<file path="src/rtl/vqueue_filler.sv">
// Video queue filler: fetches fixed-length memory bursts into a write queue, walking a frame buffer.
// Optional frame restart input Vsync is built only when VQUEUE_FILLER_VSYNC_EN is defined.
module vqueue_filler #(
  parameter int addr_width  = 22,
  parameter int burst_len   = 8,
  parameter int frame_words = 24576
) (
  input  logic                  Clock,
  input  logic                  Reset,
  input  logic                  Enable,
  input  logic [addr_width-1:0] Base,
  output logic                  MemReq,
  output logic [addr_width-1:0] MemAddr,
  input  logic                  MemAck,
  input  logic                  MemValid,
  input  logic [31:0]           MemData,
  output logic                  QWrEn,
  output logic [31:0]           QData,
  input  logic                  QAlmostEmpty,
  output logic                  FrameStart
`ifdef VQUEUE_FILLER_VSYNC_EN
  ,
  input  logic                  Vsync
`endif
);

  // state  | meaning
  // IDLE   | waiting for Enable and a nearly empty queue
  // REQ    | burst request held until MemAck
  // DATA   | forwarding burst_len read words into the queue
  // SETTLE | two cycles for QAlmostEmpty to reflect the writes

  localparam int OFF_W      = $clog2(frame_words);
  localparam int CNT_W      = $clog2(burst_len);
  localparam int SETTLE_CYC = 2;

  typedef enum logic [1:0] {S_IDLE, S_REQ, S_DATA, S_SETTLE} state_t;

  state_t                r_state;
  state_t                w_next;
  logic [OFF_W-1:0]      r_offset;
  logic [OFF_W-1:0]      w_offset_eff;
  logic [OFF_W-1:0]      w_offset_next;
  logic [CNT_W-1:0]      r_word_cnt;
  logic [1:0]            r_settle_cnt;
  logic [addr_width-1:0] r_base;
  logic [addr_width-1:0] r_mem_addr;
  logic [addr_width-1:0] w_base_sel;
  logic                  r_qwren;
  logic [31:0]           r_qdata;
  logic                  r_frame_start;
  logic                  w_vsync_pend;
  logic                  w_start;
  logic                  w_word;
  logic                  w_last;
  logic                  w_frame_first;

`ifdef VQUEUE_FILLER_VSYNC_EN
  logic r_vsync_pend;

  // A pending restart is consumed at the next IDLE, so an in-flight burst always completes.
  always_ff @(posedge Clock) begin
    if (Reset)
      r_vsync_pend <= 1'b0;
    else if (r_state == S_IDLE)
      r_vsync_pend <= 1'b0;
    else if (Vsync)
      r_vsync_pend <= 1'b1;
  end

  assign w_vsync_pend = r_vsync_pend | Vsync;
`else
  assign w_vsync_pend = 1'b0;
`endif

  assign w_offset_eff  = w_vsync_pend ? '0 : r_offset;
  assign w_frame_first = (w_offset_eff == '0);
  assign w_base_sel    = w_frame_first ? Base : r_base;
  assign w_start       = (r_state == S_IDLE) && (w_next == S_REQ);
  assign w_word        = (r_state == S_DATA) && MemValid;
  assign w_last        = w_word && (r_word_cnt == CNT_W'(burst_len - 1));
  assign w_offset_next = (r_offset == OFF_W'(frame_words - burst_len)) ? '0
                                                                       : r_offset + OFF_W'(burst_len);

  always_ff @(posedge Clock) begin
    if (Reset)
      r_state <= S_IDLE;
    else
      r_state <= w_next;
  end

  always_comb begin
    w_next = r_state;
    case (r_state)
      S_IDLE:   if (Enable && QAlmostEmpty) w_next = S_REQ;
      S_REQ:    if (MemAck) w_next = S_DATA;
      S_DATA:   if (w_last) w_next = S_SETTLE;
      S_SETTLE: if (r_settle_cnt == 2'd0) w_next = S_IDLE;
      default:  w_next = S_IDLE;
    endcase
  end

  always_comb begin
    MemReq     = (r_state == S_REQ);
    MemAddr    = r_mem_addr;
    QWrEn      = r_qwren;
    QData      = r_qdata;
    FrameStart = r_frame_start;
  end

  always_ff @(posedge Clock) begin
    if (Reset) begin
      r_offset      <= '0;
      r_word_cnt    <= '0;
      r_settle_cnt  <= '0;
      r_base        <= '0;
      r_mem_addr    <= '0;
      r_qwren       <= 1'b0;
      r_qdata       <= '0;
      r_frame_start <= 1'b0;
    end else begin
      r_qwren       <= w_word;
      r_frame_start <= w_start && w_frame_first;
      if (w_word)
        r_qdata <= MemData;

      // Address and frame base are captured once per request so MemAddr stays put while REQ waits.
      if (w_start) begin
        r_mem_addr <= w_base_sel + addr_width'(w_offset_eff);
        if (w_frame_first)
          r_base <= Base;
      end

      if (w_last)
        r_offset <= w_offset_next;
      else if ((r_state == S_IDLE) && w_vsync_pend)
        r_offset <= '0;

      if (w_last)
        r_word_cnt <= '0;
      else if (w_word)
        r_word_cnt <= r_word_cnt + CNT_W'(1);

      if (w_last)
        r_settle_cnt <= 2'(SETTLE_CYC - 1);
      else if ((r_state == S_SETTLE) && (r_settle_cnt != 2'd0))
        r_settle_cnt <= r_settle_cnt - 2'd1;
    end
  end

endmodule

</file>
<file path="config.mk">
export PLATFORM = sky130hd
export DESIGN_NAME = vqueue_filler
export DESIGN_NICKNAME = d
export VERILOG_FILES = /design/src/rtl/vqueue_filler.sv
export SDC_FILE = /design/constraint.sdc
export NUM_CORES = 1
export LEC_CHECK = 0
export CORE_MARGIN = 2
export CORE_UTILIZATION = 51
export CTS_BUF_LIST = sky130_fd_sc_hd__clkbuf_8
export CTS_CLUSTER_DIAMETER = 80
export DETAILED_ROUTE_END_ITERATION = 8
export GPL_TIMING_DRIVEN = 0
export PLACE_DENSITY_LB_ADDON = 0.08
export SYNTH_ARGS = -nofsm -noshare
export SYNTH_HDL_FRONTEND = slang
export SYNTH_SLANG_ARGS = --single-unit
</file>
<file path="constraint.sdc">
create_clock -name Clock -period 3.7 [get_ports Clock]
set_input_delay 0.37 -clock Clock [delete_from_list [all_inputs] [get_ports Clock]]
set_output_delay 0.37 -clock Clock [all_outputs]
set_load 0.02 [all_outputs]
</file>
==> run summary <==
post-layout net count: 758
initial core utilization: 52.2%
DIE HEIGHT: 98.3 um
Final Hold Fails: 0
Worst Path Arrival: 3.85 ns
post-synth top area share: 42.0%
Crit-path slowest cell: dfxtp_1
Netlist cell types: 52
total grt overflow: 0
Worst setup SP type: flop
worst-skew pair later-pin latency: 0.38 ns
Die ar.: 9660 um2
CTS tree: built
Area Overhead vs Synth: 34.2%
DIE WIDTH: 98.3 um
worst path cell trace: nor4_2 -> nand3_2 -> buf_6 -> buf_6 -> buf_2 -> mux2_1 -> ha_4 -> a211oi_1 -> o21ai_0 -> a21oi_1 -> a21oi_1 -> or3_1 -> nand3_1
highest clock rate: 284 MHz
post-DR wirelength/cell: 15.1 um
Clock Skews: 0.0133 ns
via/cell ratio: 5.48
max cap viols: 0
Finished Core Util: 70.1%
delay-heaviest family, CP: compound AO/OA/AOI/OAI gates
Syn Nets: 630
WP buf/inv: 3
global-route wire length before repair: 19400 um
TritonCTS Buffers: 9
proportion of layout cells with a drive suffix above 1: 7.01%
Max Slew Vio Count: 0
WL final: 12000 um
H-tree levels: 3
Lkg Pwr: 2.25 nW
CTS Buffer Depth: 2
DR iter-0 viols: 159
power per cell area: 341 nW/um2
mapped cell area: 4530 um2
gp weighted congestion: 0.954
sequential-to-total area share from yosys stat: 42.0%
DR vias: 4342
worst setup path class: reg2reg
Core Footprint: 8680 um2
post-synthesis register bit count: 95
clock root buffer: clkbuf_8
Tmin final: 3.53 ns
Worst path max stage delay: 0.39 ns
initial antenna violation count: 0
Filler Cells Inserted: 749
worst-path maximum fanout: 10
Warnings, synthesis: 0
Worst Tran Pin Value: 0.719 ns
CP required: 4.03 ns
Setup crit end kind: flop
hold-fix buffer count after cts: 0
DRT Pass-1 Iters: 5
dpl hpwl: 8780 um
Setup Viol. Count Final: 0
gr usage total: 24.5%
DR DRC count: 0
Mean Syn Cell Area: 8.21 um2
Detail Route Antenna Nets: 0
slack of the critical path: 0.173 ns
Gate Count Post-Synth: 552
Antenna Cells: 0
ys async rst share: 0%
vias in the first global route: 4097
I/O pin count: 117
# port buffers: 115
worst hold path type: reg2reg
# rows: 34
pin count of the biggest net entering global routing: 17
r2r setup slk: 0.17 ns
cell taking the most area after synthesis: dfxtp_1
Layout Cells excl Fill: 793
total chip power: 2.08 mW
CTS sink cnt: 95
Worst VDD drop: 0.209 mV
Placed Cells: 775
status: finished clean
post-route clock period utilization: 95.3%
predominant post-synthesis flop cell: dfxtp_1
Post-synth EDFFs: 0
top cells by area, synth: dfxtp_1 (42%), nand2_1 (11%), a21oi_1 (8.0%)
register clock-pin slew on the reported worst setup and hold paths: 0.10 ns
Place WS: 0.0476 ns
worst hold margin: 0.456 ns
max_slew headroom: 51.8%
## synth_stat cells, drive strengths merged (2+ instances only)
| cell | n |
|---|---|
| a211o | 5 |
| a211oi | 9 |
| a21boi | 3 |
| a21o | 6 |
| a21oi | 72 |
| a311o | 2 |
| a31oi | 3 |
| and2 | 3 |
| and3 | 8 |
| buf | 8 |
| clkbuf | 24 |
| dfxtp | 95 |
| ha | 18 |
| inv | 5 |
| mux2 | 15 |
| mux2i | 8 |
| nand2 | 132 |
| nand3 | 25 |
| nand4 | 6 |
| nor2 | 40 |
| nor2b | 2 |
| nor3 | 7 |
| nor4 | 3 |
| nor4b | 3 |
| o21a | 3 |
| o21ai | 9 |
| o22ai | 2 |
| or3 | 4 |
| xnor2 | 10 |
| xor2 | 10 |
## flip-flops by register name (all words and copies together) (netlist names)
signal and flops:
FrameStart 1, MemAddr 20, QData 32, QWrEn 1, r_base 22, r_offset 12, r_settle_cnt 2, r_state 2
r_word_cnt 3
## area by class of cell
class,instances,area [um2],share of cell area [%]
Inverter,6,22.5,0.370
Clock inverter,7,73.8,1.21
Buffer,32,150,2.47
Sequential cell,95,1910,31.4
Timing Repair Buffer,117,1170,19.2
Tap cell,108,135,2.22
Clock buffer,9,124,2.04
Multi-Input combinational cell,419,2500,41.2
## logic make-up after synthesis
logic type	after synthesis	synth area share [%]
compound gates	119	16.0
xor+xnor	20	3.87
fa+ha+maj	18	4.97
buf+inv	38	3.81
flops	95	42.0
mux	23	5.58
simple gates	239	23.9
## metrics by stage
step                setup TNS, ns  area [um2]
detailed placement              0        5820
global placement                0        5820
global route             -0.00104        6080
finish                          0        6080
floorplan                       0        4530
CTS                             0        6020
## tightest hold or removal path: stages (launching register included)
cell	delay (ns)
dfxtp_1	0.32
nand2_1	0.05
a21oi_1	0.05
## cell usage in the layout, fill, tap and decap left out, types with 4 or more instances in the layout
cell type / instances
nand3_1: 24
buf_4: 5
nor2_1: 38
nand2_1: 132
inv_1: 6
dfxtp_1: 91
a211oi_1: 9
ha_1: 15
o21ai_0: 4
clkbuf_1: 24
clkbuf_8: 9
a21o_1: 6
and3_1: 8
nor3_1: 5
a21oi_1: 71
xor2_1: 10
mux2_1: 12
xnor2_1: 10
o21ai_1: 4
or3_1: 4
nand4_1: 6
dfxtp_2: 4
clkdlybuf4s50_1: 115
mux2i_1: 8
a211o_1: 5
## what timing repair did
action	in CTS	in global routing
endpoints found under the setup margin	0	8
buffers inserted	0	2
gates resized for setup	0	15
hold endpoints to repair	0	0
## report_power, final
group          switching, mW  internal [mW]  total (mW)  leakage (nW)
combinational          0.150          0.143       0.293          1.37
sequential            0.0209           1.06        1.08         0.773
clock                  0.390          0.315       0.705        0.0985
total                  0.561           1.51        2.08          2.25
## per-layer routing
metal | share of wire, % | vias to the layer above | track usage, %
li1 | - | 2156 | -
met2 | 46 | 163 | 39.4
met3 | 8.0 | 24 | 6.80
met1 | 44 | 1999 | 32.2
met5 | 0 | - | 0
met4 | 2.1 | 0 | 7.69
## worst paths after layout
kind / startpoint / endpoint / cells after the start
hold reg to reg: MemAddr[5] / MemAddr[5] / 2
hold / removal: MemAddr[5] / MemAddr[5] / 2
setup / recovery: r_offset[6] / MemAddr[17] / 13
setup reg to reg: r_offset[6] / MemAddr[17] / 13
Power figures use the tool's default switching activity.
